===== src/rtl/laser_paint_pkg.sv =====
// Shared types and helpers for the laser-paint drawing path.
//   coord_t        : raw 11-bit laser coordinate from Detection
//   pix_t          : 10-bit framebuffer coordinate
//   err_t          : signed Bresenham error / delta term
//   stroke_state_t : stroke interpolator FSM states
//   bres_pos_t     : current pixel plus error term of a line walk
//   abs_diff       : |a - b| widened to err_t
//   bres_step      : one Bresenham step
package laser_paint_pkg;

    typedef logic [10:0]        coord_t;
    typedef logic [9:0]         pix_t;
    typedef logic signed [12:0] err_t;

    typedef enum logic [1:0] {IDLE, SETUP, DRAW} stroke_state_t;

    localparam int H_RES_DEFAULT    = 640;
    localparam int V_RES_DEFAULT    = 480;
    localparam int MAX_JUMP_DEFAULT = 64;

    typedef struct packed {
        pix_t x;
        pix_t y;
        err_t err;
    } bres_pos_t;

    function automatic err_t abs_diff(input pix_t a, input pix_t b);
        pix_t d;
        d = (a >= b) ? (a - b) : (b - a);
        return err_t'({3'b000, d});
    endfunction

    // e2 = 2*err; the two tests use the error from before this step.
    function automatic bres_pos_t bres_step(input bres_pos_t p,
                                            input err_t      dx,
                                            input err_t      dy,
                                            input logic      sx_neg,
                                            input logic      sy_neg);
        bres_pos_t n;
        err_t      e2;
        n  = p;
        e2 = p.err <<< 1;
        if (e2 > -dy) begin
            n.err = n.err - dy;
            n.x   = sx_neg ? (p.x - 10'd1) : (p.x + 10'd1);
        end
        if (e2 < dx) begin
            n.err = n.err + dx;
            n.y   = sy_neg ? (p.y - 10'd1) : (p.y + 10'd1);
        end
        return n;
    endfunction

endpackage


===== src/rtl/line_stepper.sv =====
// Bresenham line walker. Pure arithmetic, no handshake logic.
// Ports:
//   clk, srst      : clock, synchronous active-high reset
//   load           : capture a new line from (x0,y0) to (x1,y1)
//   skip_first     : on load, take one step immediately so the start
//                    point itself is never presented
//   x0, y0, x1, y1 : line start / end
//   step           : advance one pixel (ignored once done)
//   x, y           : current pixel
//   done           : current pixel is the endpoint
module line_stepper
    import laser_paint_pkg::*;
(
    input  logic       clk,
    input  logic       srst,
    input  logic       load,
    input  logic       skip_first,
    input  logic [9:0] x0,
    input  logic [9:0] y0,
    input  logic [9:0] x1,
    input  logic [9:0] y1,
    input  logic       step,
    output logic [9:0] x,
    output logic [9:0] y,
    output logic       done
);

    pix_t x_reg, y_reg, x1_reg, y1_reg;
    err_t err_reg, dx_reg, dy_reg;
    logic sx_neg_reg, sy_neg_reg;

    err_t      ld_dx, ld_dy;
    logic      ld_sx_neg, ld_sy_neg;
    bres_pos_t ld_pos, ld_first, step_pos;

    always_comb begin
        ld_dx     = abs_diff(x1, x0);
        ld_dy     = abs_diff(y1, y0);
        ld_sx_neg = (x1 < x0);
        ld_sy_neg = (y1 < y0);
        ld_pos    = '{x: x0, y: y0, err: ld_dx - ld_dy};
        ld_first  = skip_first ? bres_step(ld_pos, ld_dx, ld_dy, ld_sx_neg, ld_sy_neg)
                               : ld_pos;
        step_pos  = bres_step('{x: x_reg, y: y_reg, err: err_reg},
                              dx_reg, dy_reg, sx_neg_reg, sy_neg_reg);
    end

    assign done = (x_reg == x1_reg) && (y_reg == y1_reg);
    assign x    = x_reg;
    assign y    = y_reg;

    always_ff @(posedge clk) begin
        if (srst) begin
            x_reg      <= '0;
            y_reg      <= '0;
            x1_reg     <= '0;
            y1_reg     <= '0;
            err_reg    <= '0;
            dx_reg     <= '0;
            dy_reg     <= '0;
            sx_neg_reg <= 1'b0;
            sy_neg_reg <= 1'b0;
        end else if (load) begin
            x_reg      <= ld_first.x;
            y_reg      <= ld_first.y;
            err_reg    <= ld_first.err;
            x1_reg     <= x1;
            y1_reg     <= y1;
            dx_reg     <= ld_dx;
            dy_reg     <= ld_dy;
            sx_neg_reg <= ld_sx_neg;
            sy_neg_reg <= ld_sy_neg;
        end else if (step && !done) begin
            x_reg   <= step_pos.x;
            y_reg   <= step_pos.y;
            err_reg <= step_pos.err;
        end
    end

endmodule


===== src/rtl/stroke_interpolator.sv =====
// Turns sparse per-frame laser samples into continuous framebuffer strokes.
// Each accepted sample is joined to the previous drawn point (anchor) with a
// Bresenham line, or starts a new stroke when it is too far away, the anchor
// is unknown, or the pen was up.
// Ports:
//   Clk, Reset        : clock, synchronous active-high reset
//   sample_valid      : one-cycle pulse with sample_x/sample_y/pen_down
//   wr_valid/wr_ready : pixel write handshake, wr_x/wr_y held while stalled
//   stroke_start      : first pixel of a new stroke
//   busy              : FSM not idle
//   drop_count        : saturating count of overwritten pending samples
module stroke_interpolator
    import laser_paint_pkg::*;
#(
    parameter int H_RES    = H_RES_DEFAULT,
    parameter int V_RES    = V_RES_DEFAULT,
    parameter int MAX_JUMP = MAX_JUMP_DEFAULT
) (
    input  logic        Clk,
    input  logic        Reset,
    input  logic        sample_valid,
    input  logic [10:0] sample_x,
    input  logic [10:0] sample_y,
    input  logic        pen_down,
    output logic        wr_valid,
    input  logic        wr_ready,
    output logic [9:0]  wr_x,
    output logic [9:0]  wr_y,
    output logic        stroke_start,
    output logic        busy,
    output logic [7:0]  drop_count
);

    localparam coord_t H_LIMIT    = coord_t'(H_RES);
    localparam coord_t V_LIMIT    = coord_t'(V_RES);
    localparam err_t   JUMP_LIMIT = err_t'(MAX_JUMP);

    stroke_state_t state_reg, state_next;

    logic   anchor_valid_reg;
    pix_t   anchor_x_reg, anchor_y_reg;
    logic   pend_valid_reg, pend_pen_reg;
    coord_t pend_x_reg, pend_y_reg;
    logic   cur_pen_reg;
    coord_t cur_x_reg, cur_y_reg;
    logic [7:0] drop_count_reg;
    logic   wr_valid_reg, stroke_start_reg;

    // Classification of the sample held in cur_*; only meaningful in SETUP.
    pix_t cur_px, cur_py;
    err_t jump_dx, jump_dy;
    logic cur_in_range, is_jump, is_same, need_write;

    always_comb begin
        cur_px       = cur_x_reg[9:0];
        cur_py       = cur_y_reg[9:0];
        cur_in_range = cur_pen_reg && (cur_x_reg < H_LIMIT) && (cur_y_reg < V_LIMIT);
        jump_dx      = abs_diff(cur_px, anchor_x_reg);
        jump_dy      = abs_diff(cur_py, anchor_y_reg);
        is_jump      = !anchor_valid_reg || (jump_dx > JUMP_LIMIT) || (jump_dy > JUMP_LIMIT);
        is_same      = (cur_px == anchor_x_reg) && (cur_py == anchor_y_reg);
        need_write   = cur_in_range && (is_jump || !is_same);
    end

    // Stepper: a new stroke is a degenerate line from the sample to itself;
    // a joined line starts at the anchor, which is stepped past on load.
    logic step_done, step_load, step_adv;
    pix_t step_x, step_y;

    assign step_load = (state_reg == SETUP) && need_write;
    assign step_adv  = (state_reg == DRAW) && wr_ready;

    line_stepper u_line_stepper (
        .clk        (Clk),
        .srst       (Reset),
        .load       (step_load),
        .skip_first (!is_jump),
        .x0         (is_jump ? cur_px : anchor_x_reg),
        .y0         (is_jump ? cur_py : anchor_y_reg),
        .x1         (cur_px),
        .y1         (cur_py),
        .step       (step_adv),
        .x          (step_x),
        .y          (step_y),
        .done       (step_done)
    );

    // Sequencing. Leaving DRAW (or a SETUP with nothing to draw) goes straight
    // back to SETUP when a pending sample is waiting. A sample arriving in the
    // same cycle the pending slot is emptied refills it without a drop.
    logic leaving, consume_pend, take_sample, go_setup, store_pend, drop_now;

    always_comb begin
        leaving      = ((state_reg == DRAW) && wr_ready && step_done)
                    || ((state_reg == SETUP) && !need_write);
        consume_pend = pend_valid_reg && ((state_reg == IDLE) || leaving);
        take_sample  = (state_reg == IDLE) && sample_valid && !pend_valid_reg;
        go_setup     = consume_pend || take_sample;
        store_pend   = sample_valid && !take_sample;
        drop_now     = store_pend && pend_valid_reg && !consume_pend;

        state_next = state_reg;
        if (go_setup)
            state_next = SETUP;
        else if (leaving)
            state_next = IDLE;
        else if (state_reg == SETUP)
            state_next = DRAW;
    end

    always_ff @(posedge Clk) begin
        if (Reset) begin
            state_reg        <= IDLE;
            anchor_valid_reg <= 1'b0;
            anchor_x_reg     <= '0;
            anchor_y_reg     <= '0;
            pend_valid_reg   <= 1'b0;
            pend_pen_reg     <= 1'b0;
            pend_x_reg       <= '0;
            pend_y_reg       <= '0;
            cur_pen_reg      <= 1'b0;
            cur_x_reg        <= '0;
            cur_y_reg        <= '0;
            drop_count_reg   <= '0;
            wr_valid_reg     <= 1'b0;
            stroke_start_reg <= 1'b0;
        end else begin
            state_reg <= state_next;

            if (store_pend) begin
                pend_valid_reg <= 1'b1;
                pend_x_reg     <= sample_x;
                pend_y_reg     <= sample_y;
                pend_pen_reg   <= pen_down;
            end else if (consume_pend) begin
                pend_valid_reg <= 1'b0;
            end

            if (drop_now && (drop_count_reg != 8'hFF))
                drop_count_reg <= drop_count_reg + 8'd1;

            if (go_setup) begin
                cur_x_reg   <= consume_pend ? pend_x_reg   : sample_x;
                cur_y_reg   <= consume_pend ? pend_y_reg   : sample_y;
                cur_pen_reg <= consume_pend ? pend_pen_reg : pen_down;
            end

            // Anchor follows the sample as soon as its writes are committed;
            // an unusable sample breaks the stroke.
            if (state_reg == SETUP) begin
                if (!cur_in_range) begin
                    anchor_valid_reg <= 1'b0;
                end else if (need_write) begin
                    anchor_valid_reg <= 1'b1;
                    anchor_x_reg     <= cur_px;
                    anchor_y_reg     <= cur_py;
                end
            end

            wr_valid_reg <= (state_next == DRAW);

            if (state_reg == SETUP)
                stroke_start_reg <= need_write && is_jump;
            else if (state_next != DRAW)
                stroke_start_reg <= 1'b0;
        end
    end

    assign wr_valid     = wr_valid_reg;
    assign wr_x         = step_x;
    assign wr_y         = step_y;
    assign stroke_start = stroke_start_reg;
    assign busy         = (state_reg != IDLE);
    assign drop_count   = drop_count_reg;

endmodule


===== config.mk =====
export PLATFORM = sky130hd
export DESIGN_NAME = stroke_interpolator
export DESIGN_NICKNAME = d
export VERILOG_FILES = /design/src/rtl/laser_paint_pkg.sv /design/src/rtl/line_stepper.sv /design/src/rtl/stroke_interpolator.sv
export SDC_FILE = /design/constraint.sdc
export NUM_CORES = 1
export LEC_CHECK = 0
export CORE_MARGIN = 1
export CORE_UTILIZATION = 45
export CTS_CLUSTER_SIZE = 28
export DETAILED_ROUTE_END_ITERATION = 16
export GPL_ROUTABILITY_DRIVEN = 1
export SLEW_MARGIN = 20
export SYNTH_ARGS = -nofsm -noshare
export SYNTH_HDL_FRONTEND = slang
export SYNTH_SLANG_ARGS = --single-unit

===== constraint.sdc =====
create_clock -name Clk -period 28.5 [get_ports Clk]
set_input_delay 5.7 -clock Clk [delete_from_list [all_inputs] [get_ports Clk]]
set_output_delay 5.7 -clock Clk [all_outputs]
set_load 0.03 [all_outputs]

**Word level (Yosys, flattened, before mapping)**

Index checks and enable logic that the tools add are counted.
W data, S select, Z words.

- Bits in registers: 155
- Bits in latches: 0
- Bits in writable memories: 0
- Bits in read-only memories: 0
- Input bits: 27
- Output and inout port bits: 31
- Logic and storage cells: 148
- Memories kept: 0

- $add $sub $neg: 24
- $mul: 0
- Div/mod/pow operators: 0
- Magnitude comparators: 14
- Equality and inequality tests: 10
- Shifts and indexed selects: 0
- Muxes and demuxes: 35
- Bitwise operators: 0
- Reduce and logical (&&, ||, !) cells: 42

Operator list:

| operator | count |
|---|---|
| $mux W10 | 16 |
| $sub A10 B10 Y10 | 8 |
| $mux W13 | 4 |
| $mux W23 | 2 |
| $add A10 B1 Y10 const B | 4 |
| $eq A10 B10 Y1 | 4 |
| $ge A10 B10 Y1 | 4 |
| $sub A10 B1 Y10 const B | 4 |
| $mux W33 | 1 |
| $add A13 B11 Y13 | 2 |
| $gt A13 B13 Y1 | 2 |
| $lt A13 B11 Y1 | 2 |
| $neg A10 Y13 | 2 |
| $sub A13 B11 Y13 | 2 |
| $mux W11 | 2 |
| $gt A10 B7 Y1 const B | 2 |
| $lt A10 B10 Y1 | 2 |
| $logic_and A1 B1 Y1 | 18 |
| $reduce_bool A2 Y1 | 6 |
| $lt A11 B10 Y1 const B | 1 |
| $lt A11 B9 Y1 const B | 1 |
| $sub A10 B10 Y11 | 1 |
| $add A8 B1 Y8 const B | 1 |
| $ne A8 B8 Y1 const B | 1 |
| 11 further kinds | 33 |

**Logic depth before layout (Yosys ltp)**

- Depth in word-level cells: 17
- Mapped depth: 65
- Depth with buffers taken out: 60

**Cells and area by module**

A second synthesis with hierarchy kept.

- Cell total of the unflattened synthesis: 2028
- Area total of the unflattened synthesis: 15856.5 um^2

By module, submodules not included:

| module | times used | cells each | area each (um^2) |
|---|---|---|---|
| line_stepper | 1 | 1297 | 10214.8 |
| stroke_interpolator | 1 | 731 | 5641.7 |

**Worst setup path after synthesis**

No wires, ideal clock.

- Path type: register -> register
- From: register anchor_y_reg[0]
- To: register u_line_stepper.err_reg[10]
- Setup time: 0.058 ns
- Arrival time: 11.798 ns
- Slack: 16.644 ns
- Stages on the path, launching flop included: 59
- Buffers on the path: 5
- Cell sequence: dfxtp_1 > inv_1 > ha_1 > fa_1 > nand2b_1 > a21oi_2 > mux2_4 > o311a_1 > a221oi_1 > o311a_2 > and4_1 > clkbuf_1 > buf_1 > clkbuf_1 > nor2_1 > a21oi_1 > inv_1 > ha_1 > [... 23 more ...] > o21ai_2 > nand2_1 > a21oi_1 > inv_1 > ha_1 > fa_1 > a21o_1 > a21oi_1 > o21bai_1 > a21oi_1 > o21bai_1 > a21oi_1 > o21bai_1 > a21oi_1 > nor3_1 > a31oi_1 > o221a_1 > o211a_1

- Cells in the longest elaborated chain, start to end: 14

Ends and longest elaborated chain:

| element | RTL line | RTL |
|---|---|---|
| start, declared | stroke_interpolator.sv:41 | `pix_t anchor_x_reg, anchor_y_reg;` |
| start signal, assigned | stroke_interpolator.sv:156 | `anchor_y_reg <= cur_py;` |
| $sub A10 B10 Y10 or $ge A10 B10 Y1 (tied branches) | laser_paint_pkg.sv:29 | `d = (a >= b) ? (a - b) : (b - a);` |
| $mux W10 | laser_paint_pkg.sv:29 |  |
| $gt A10 B7 Y1 | stroke_interpolator.sv:60 | `is_jump = !anchor_valid_reg \|\| (jump_dx > JUMP_LIMIT) \|\| (jump_dy > JUMP_LIMIT);` |
| $logic_or A1 B1 Y1 | stroke_interpolator.sv:60 |  |
| $mux W10 (*) | stroke_interpolator.sv:79 | `.y0 (is_jump ? cur_py : anchor_y_reg),` |
| $sub A10 B10 Y10 or $ge A10 B10 Y1 (tied branches) | laser_paint_pkg.sv:29 |  |
| $mux W10 (*) | laser_paint_pkg.sv:29 |  |
| via u_line_stepper.ld_dy[1] | line_stepper.sv:32 | `err_t ld_dx, ld_dy;` |
| $sub A10 B10 Y11 or $neg A10 Y13 (tied branches) | line_stepper.sv:41, laser_paint_pkg.sv:43 |  |
| $sub A13 B11 Y13 or $gt A13 B13 Y1 (tied branches) | laser_paint_pkg.sv:44, laser_paint_pkg.sv:43 |  |
| $mux W13 | laser_paint_pkg.sv:43 | `if (e2 > -dy) begin` |
| $add A13 B11 Y13 | laser_paint_pkg.sv:48 | `n.err = n.err + dx;` |
| $mux W23 | laser_paint_pkg.sv:47 | `if (e2 < dx) begin` |
| $mux W33 (*) | line_stepper.sv:42 | `ld_first = skip_first ? bres_step(ld_pos, ld_dx, ld_dy, ld_sx_neg, ld_sy_neg)` |
| $mux W13 (*) | line_stepper.sv:63 | `end else if (load) begin` |
| end signal, assigned | line_stepper.sv:66 | `err_reg <= ld_first.err;` |
| end signal, assigned | line_stepper.sv:76 | `err_reg <= step_pos.err;` |
| end, declared | line_stepper.sv:29 | `err_t err_reg, dx_reg, dy_reg;` |

Mark *: on every way through the listed nets, which the timed path passes. The rest lies on a longest branch.
A chain may end at the register's enable or synchronous reset.

**Worst setup path after layout**

- From: register cur_x_reg[0]
- To: register u_line_stepper.err_reg[10]

- Cells in the longest elaborated chain, start to end: 15

Ends and longest elaborated chain:

| element | RTL line | RTL |
|---|---|---|
| start, declared | stroke_interpolator.sv:45 | `coord_t cur_x_reg, cur_y_reg;` |
| start signal, assigned | stroke_interpolator.sv:143 | `cur_x_reg <= consume_pend ? pend_x_reg : sample_x;` |
| $sub A10 B10 Y10 or $ge A10 B10 Y1 (tied branches) | laser_paint_pkg.sv:29 |  |
| $mux W10 | laser_paint_pkg.sv:29 |  |
| $gt A10 B7 Y1 | stroke_interpolator.sv:60 |  |
| $logic_or A1 B1 Y1 (2 in series) | stroke_interpolator.sv:60 |  |
| $mux W10 | stroke_interpolator.sv:78 | `.x0 (is_jump ? cur_px : anchor_x_reg),` |
| $sub A10 B10 Y10 or $ge A10 B10 Y1 (tied branches) | laser_paint_pkg.sv:29 |  |
| $mux W10 (*) | laser_paint_pkg.sv:29 |  |
| via u_line_stepper.ld_dx[2] | line_stepper.sv:32 |  |
| $sub A10 B10 Y11 | line_stepper.sv:41 | `ld_pos = '{x: x0, y: y0, err: ld_dx - ld_dy};` |
| $sub A13 B11 Y13 or $gt A13 B13 Y1 (tied branches) | laser_paint_pkg.sv:44, laser_paint_pkg.sv:43 |  |
| $mux W13 | laser_paint_pkg.sv:43 |  |
| $add A13 B11 Y13 | laser_paint_pkg.sv:48 |  |
| $mux W23 | laser_paint_pkg.sv:47 |  |
| $mux W33 (*) | line_stepper.sv:42 |  |
| $mux W13 (*) | line_stepper.sv:63 |  |

Marks and branches as above.

==> impl_metrics.csv <==
group,metric,value,unit
global_routing,first_global_vias,14175,
die,die_h,188,µm
detailed_routing,detail-route-antenna-nets,0,
detailed_routing,drt-met1-wl,23200,µm
synth,synthesis.area,15600,µm²
critical_path,worst-endpoint-required,28900,ps
layout,antenna-diode-count,0,
detailed_routing,dr.max_layer_used,"met4",
critical_path,critPathLaunchType,"register",
clock_network,h-tree-depth,4,
sta,setup_viol_count_final,0,
synth,synth-seq-area-share,19.7,%
sta,final-hold-violation-count,0,
layout,post_route_cells_drive_above_1_share,5.39,%
sta,timing.fmax,68.1,MHz
layout,layout.area.seq,3080,µm²
global_routing,grt_max_degree,77,
synth,syn_area_per_cell,7.58,µm²
critical_path,timing.critical_path.slowest_stage_cell,"sky130_fd_sc_hd__o21ai_0",
detailed_routing,met2_wirelength,24000,µm
critical_path,worstSetupEndpoint,"u_line_stepper.err_reg[10]",
die,start_util,46.1,%
synth,synthesis.instances,2061,
layout,syn_to_final_growth,9.60,%
worst_hold_path,hold_start,"pend_x_reg[3]",
global_routing,grt_pass1_wl,81300,µm
critical_path,endpoint_kind,"register",
status,outcome,"finished, final reports clean",
clock_network,cts.repair.resized,0,
detailed_routing,drt_first_pass_iters,7,
worst_hold_path,type_of_the_worst_min_delay_path,"register to register",
synth,synth_enable_flop_cells,0,
critical_path,rr_worst_depth,53,
clock_network,clock-sinks,154,
clock_network,cts_inserted_buffers,17,
synth,synth.net_count,2297,
critical_path,worst_setup_slack_for_register_to_register_paths,13820,ps
detailed_routing,avgRoutedWirePerCell,20.9,µm
layout,fin_nets,2299,
clock_network,root_buffer,"sky130_fd_sc_hd__clkbuf_16",
global_routing,grt_overflow,0,
die,dieArea,35500,µm²
detailed_routing,drc_errors,0,
synth,yosysWarningCount,0,
global_routing,track_usage,29.8,%
detailed_routing,detailroute.wirelength.met3,3070,µm
clock_network,clkSlewWorstSetupHoldPaths,80,ps
critical_path,critical_path.max_stage_delay,870,ps
detailed_routing,routed_wirelength,52700,µm
layout,multi_input_area,11600,µm²
synth,synth_ff_type,"sky130_fd_sc_hd__dfxtp_1",
clock_network,cts_hold_buf,0,
sta,rsz0062_at_grt,"false",
synth,async_reset_ff_share,0,%
clock_network,clock_insertion_delay_worst_skew,460,ps
critical_path,path_class,"register to register",
sta,fin_crit_sh,51.5,%
die,placeableCoreArea,33900,µm²
synth,ys_seq_elements,154,
placement,place_congestion,0.954,
placement,dpl.hpwl,41500,µm
placement,buffer_ports.inserted,57,
critical_path,setup.worst_path.start,"cur_x_reg[0]",
die,boundaryPins,58,
layout,largest_register_ff_count,12,
sta,count_of_pins_over_their_slew_limit,0,
layout,layout.filler_cells,3354,
clock_network,cts_tree,"yes",
clock_network,clock_tree.buffer_depth,2,
die,rows,67,
detailed_routing,detail_route.iter0.violations,1120,
sta,final.setup_skew,13.9,ps
global_routing,grt_antenna_before_repair,0,
die,die-width,188,µm
critical_path,worst_ep_arrival_time,15080,ps
run,cap_viol_max_count,0,
detailed_routing,detail_route.vias_per_cell,5.87,
sta,timing.setup.tns,0,ps
critical_path,r2r_end,"u_line_stepper.err_reg[10]",
critical_path,crit_path_frequent_cell,"sky130_fd_sc_hd__a21oi_1",
clock_network,postCtsSetupBuffers,0,
synth,distinct_cells_synth,96,
sta,worst_pin_slew,1060,ps
critical_path,critical_path.reg2reg.startpoint,"cur_x_reg[0]",
sta,fin_worst_hold_slack,455,ps
sta,slew_headroom,29.0,%
critical_path,cp_max_fo,46,
sta,final_period_minus_worst_setup_slack,14680,ps
detailed_routing,vias,14813,
==> worst min path at each step <==
stage / cells after the start / slack [ps] / end
2_1_floorplan: 2 / 440 / pend_pen_reg
3_3_place_gp: 2 / 440 / pend_x_reg[3]
3_5_place_dp: 2 / 450 / pend_y_reg[7]
4_1_cts: 2 / 460 / pend_y_reg[7]
5_1_grt: 2 / 470 / pend_x_reg[1]
6_report: 2 / 460 / pend_x_reg[3]
==> routing by layer <==
layer | vias up | track usage, %
met5 | - | 0
met4 | 0 | 14.6
met3 | 88 | 4.34
met2 | 464 | 49.3
met1 | 6957 | 37.9
li1 | 7304 | -
==> stage by stage <==
| step | setup slack, ps | std cells | cell area (µm²) | util, % |
|---|---|---|---|---|
| floorplan | 16640 | 2061 | 15600 | - |
| global placement | 14460 | 2492 | 16500 | 48.8 |
| detailed placement | 14190 | 2492 | 16500 | 48.8 |
| CTS | 14130 | 2524 | 17100 | 50.5 |
| global route | 12990 | 2524 | 17100 | 50.5 |
| finish | 13820 | 2524 | 17100 | 50.5 |
==> cell usage after synthesis, drive strengths merged, types with 32 or more instances <==
| cell | instances | area share (%) |
|---|---|---|
| a21oi | 240 | 7.7 |
| nand2 | 231 | 5.6 |
| ha | 192 | 15 |
| nor2 | 182 | 4.5 |
| dfxtp | 154 | 20 |
| inv | 154 | 3.7 |
| o21ai | 107 | 3.5 |
| xnor2 | 91 | 5.3 |
| a211oi | 79 | 3.9 |
| clkbuf | 63 | 1.5 |
| a21o | 57 | 2.7 |
| xor2 | 53 | 3.1 |
| mux2i | 34 | 2.4 |
| nor2b | 32 | 1.3 |
| nor3 | 32 | 1.1 |
==> logic make-up (layout without fill, tap and decap cells) <==
group	after synthesis	after routing	synth area share (%)
AND/OR/NAND/NOR	625	625	18.8
buffers and inverters	245	260	6.19
multiplexers	40	40	2.84
AO/OA/AOI/OAI	637	637	26.0
XOR/XNOR	145	145	8.53
adder cells (fa/ha/maj)	215	215	18.0
flip-flops	154	154	19.7
==> final cells by class <==
class,instances,area share (%)
Timing Repair Buffer,74,4.06
Tap cell,448,3.27
Clock buffer,17,2.49
Sequential cell,154,18.0
Clock inverter,15,1.02
Multi-Input combinational cell,1662,67.8
Inverter,154,3.38
==> cell usage in the layout (no fill, tap or decap), types with 13 or more instances in the layout <==
| master | n |
|---|---|
| sky130_fd_sc_hd__dfxtp_1 | 154 |
| sky130_fd_sc_hd__o21ai_1 | 15 |
| sky130_fd_sc_hd__nor2_1 | 178 |
| sky130_fd_sc_hd__fa_1 | 17 |
| sky130_fd_sc_hd__nand2b_1 | 28 |
| sky130_fd_sc_hd__a21oi_1 | 239 |
| sky130_fd_sc_hd__a211oi_1 | 75 |
| sky130_fd_sc_hd__nand3_1 | 22 |
| sky130_fd_sc_hd__clkdlybuf4s50_1 | 56 |
| sky130_fd_sc_hd__xor2_1 | 51 |
| sky130_fd_sc_hd__a21o_1 | 57 |
| sky130_fd_sc_hd__mux2i_1 | 30 |
| sky130_fd_sc_hd__ha_1 | 192 |
| sky130_fd_sc_hd__nor2b_1 | 30 |
| sky130_fd_sc_hd__o21a_1 | 25 |
| sky130_fd_sc_hd__o21ai_0 | 90 |
| sky130_fd_sc_hd__o21bai_1 | 21 |
| sky130_fd_sc_hd__nand2_1 | 231 |
| sky130_fd_sc_hd__nand4_1 | 24 |
| sky130_fd_sc_hd__xnor2_1 | 88 |
| sky130_fd_sc_hd__inv_1 | 150 |
| sky130_fd_sc_hd__nor3_1 | 30 |
| sky130_fd_sc_hd__clkbuf_16 | 17 |
| sky130_fd_sc_hd__and3_1 | 13 |
| sky130_fd_sc_hd__buf_4 | 18 |
==> critical path, delay by kind of cell (launching register included) <==
kind / cells / cell delay (ps)
mux: 2 / 350
xor+xnor: 3 / 1070
simple gates: 14 / 3280
flops: 1 / 430
compound gates: 24 / 6540
fa+ha+maj: 8 / 2730
buf+inv: 2 / 210
Power is not shown: default switching activity piles up to over one toggle a cycle in this logic, so the estimate is an artifact.
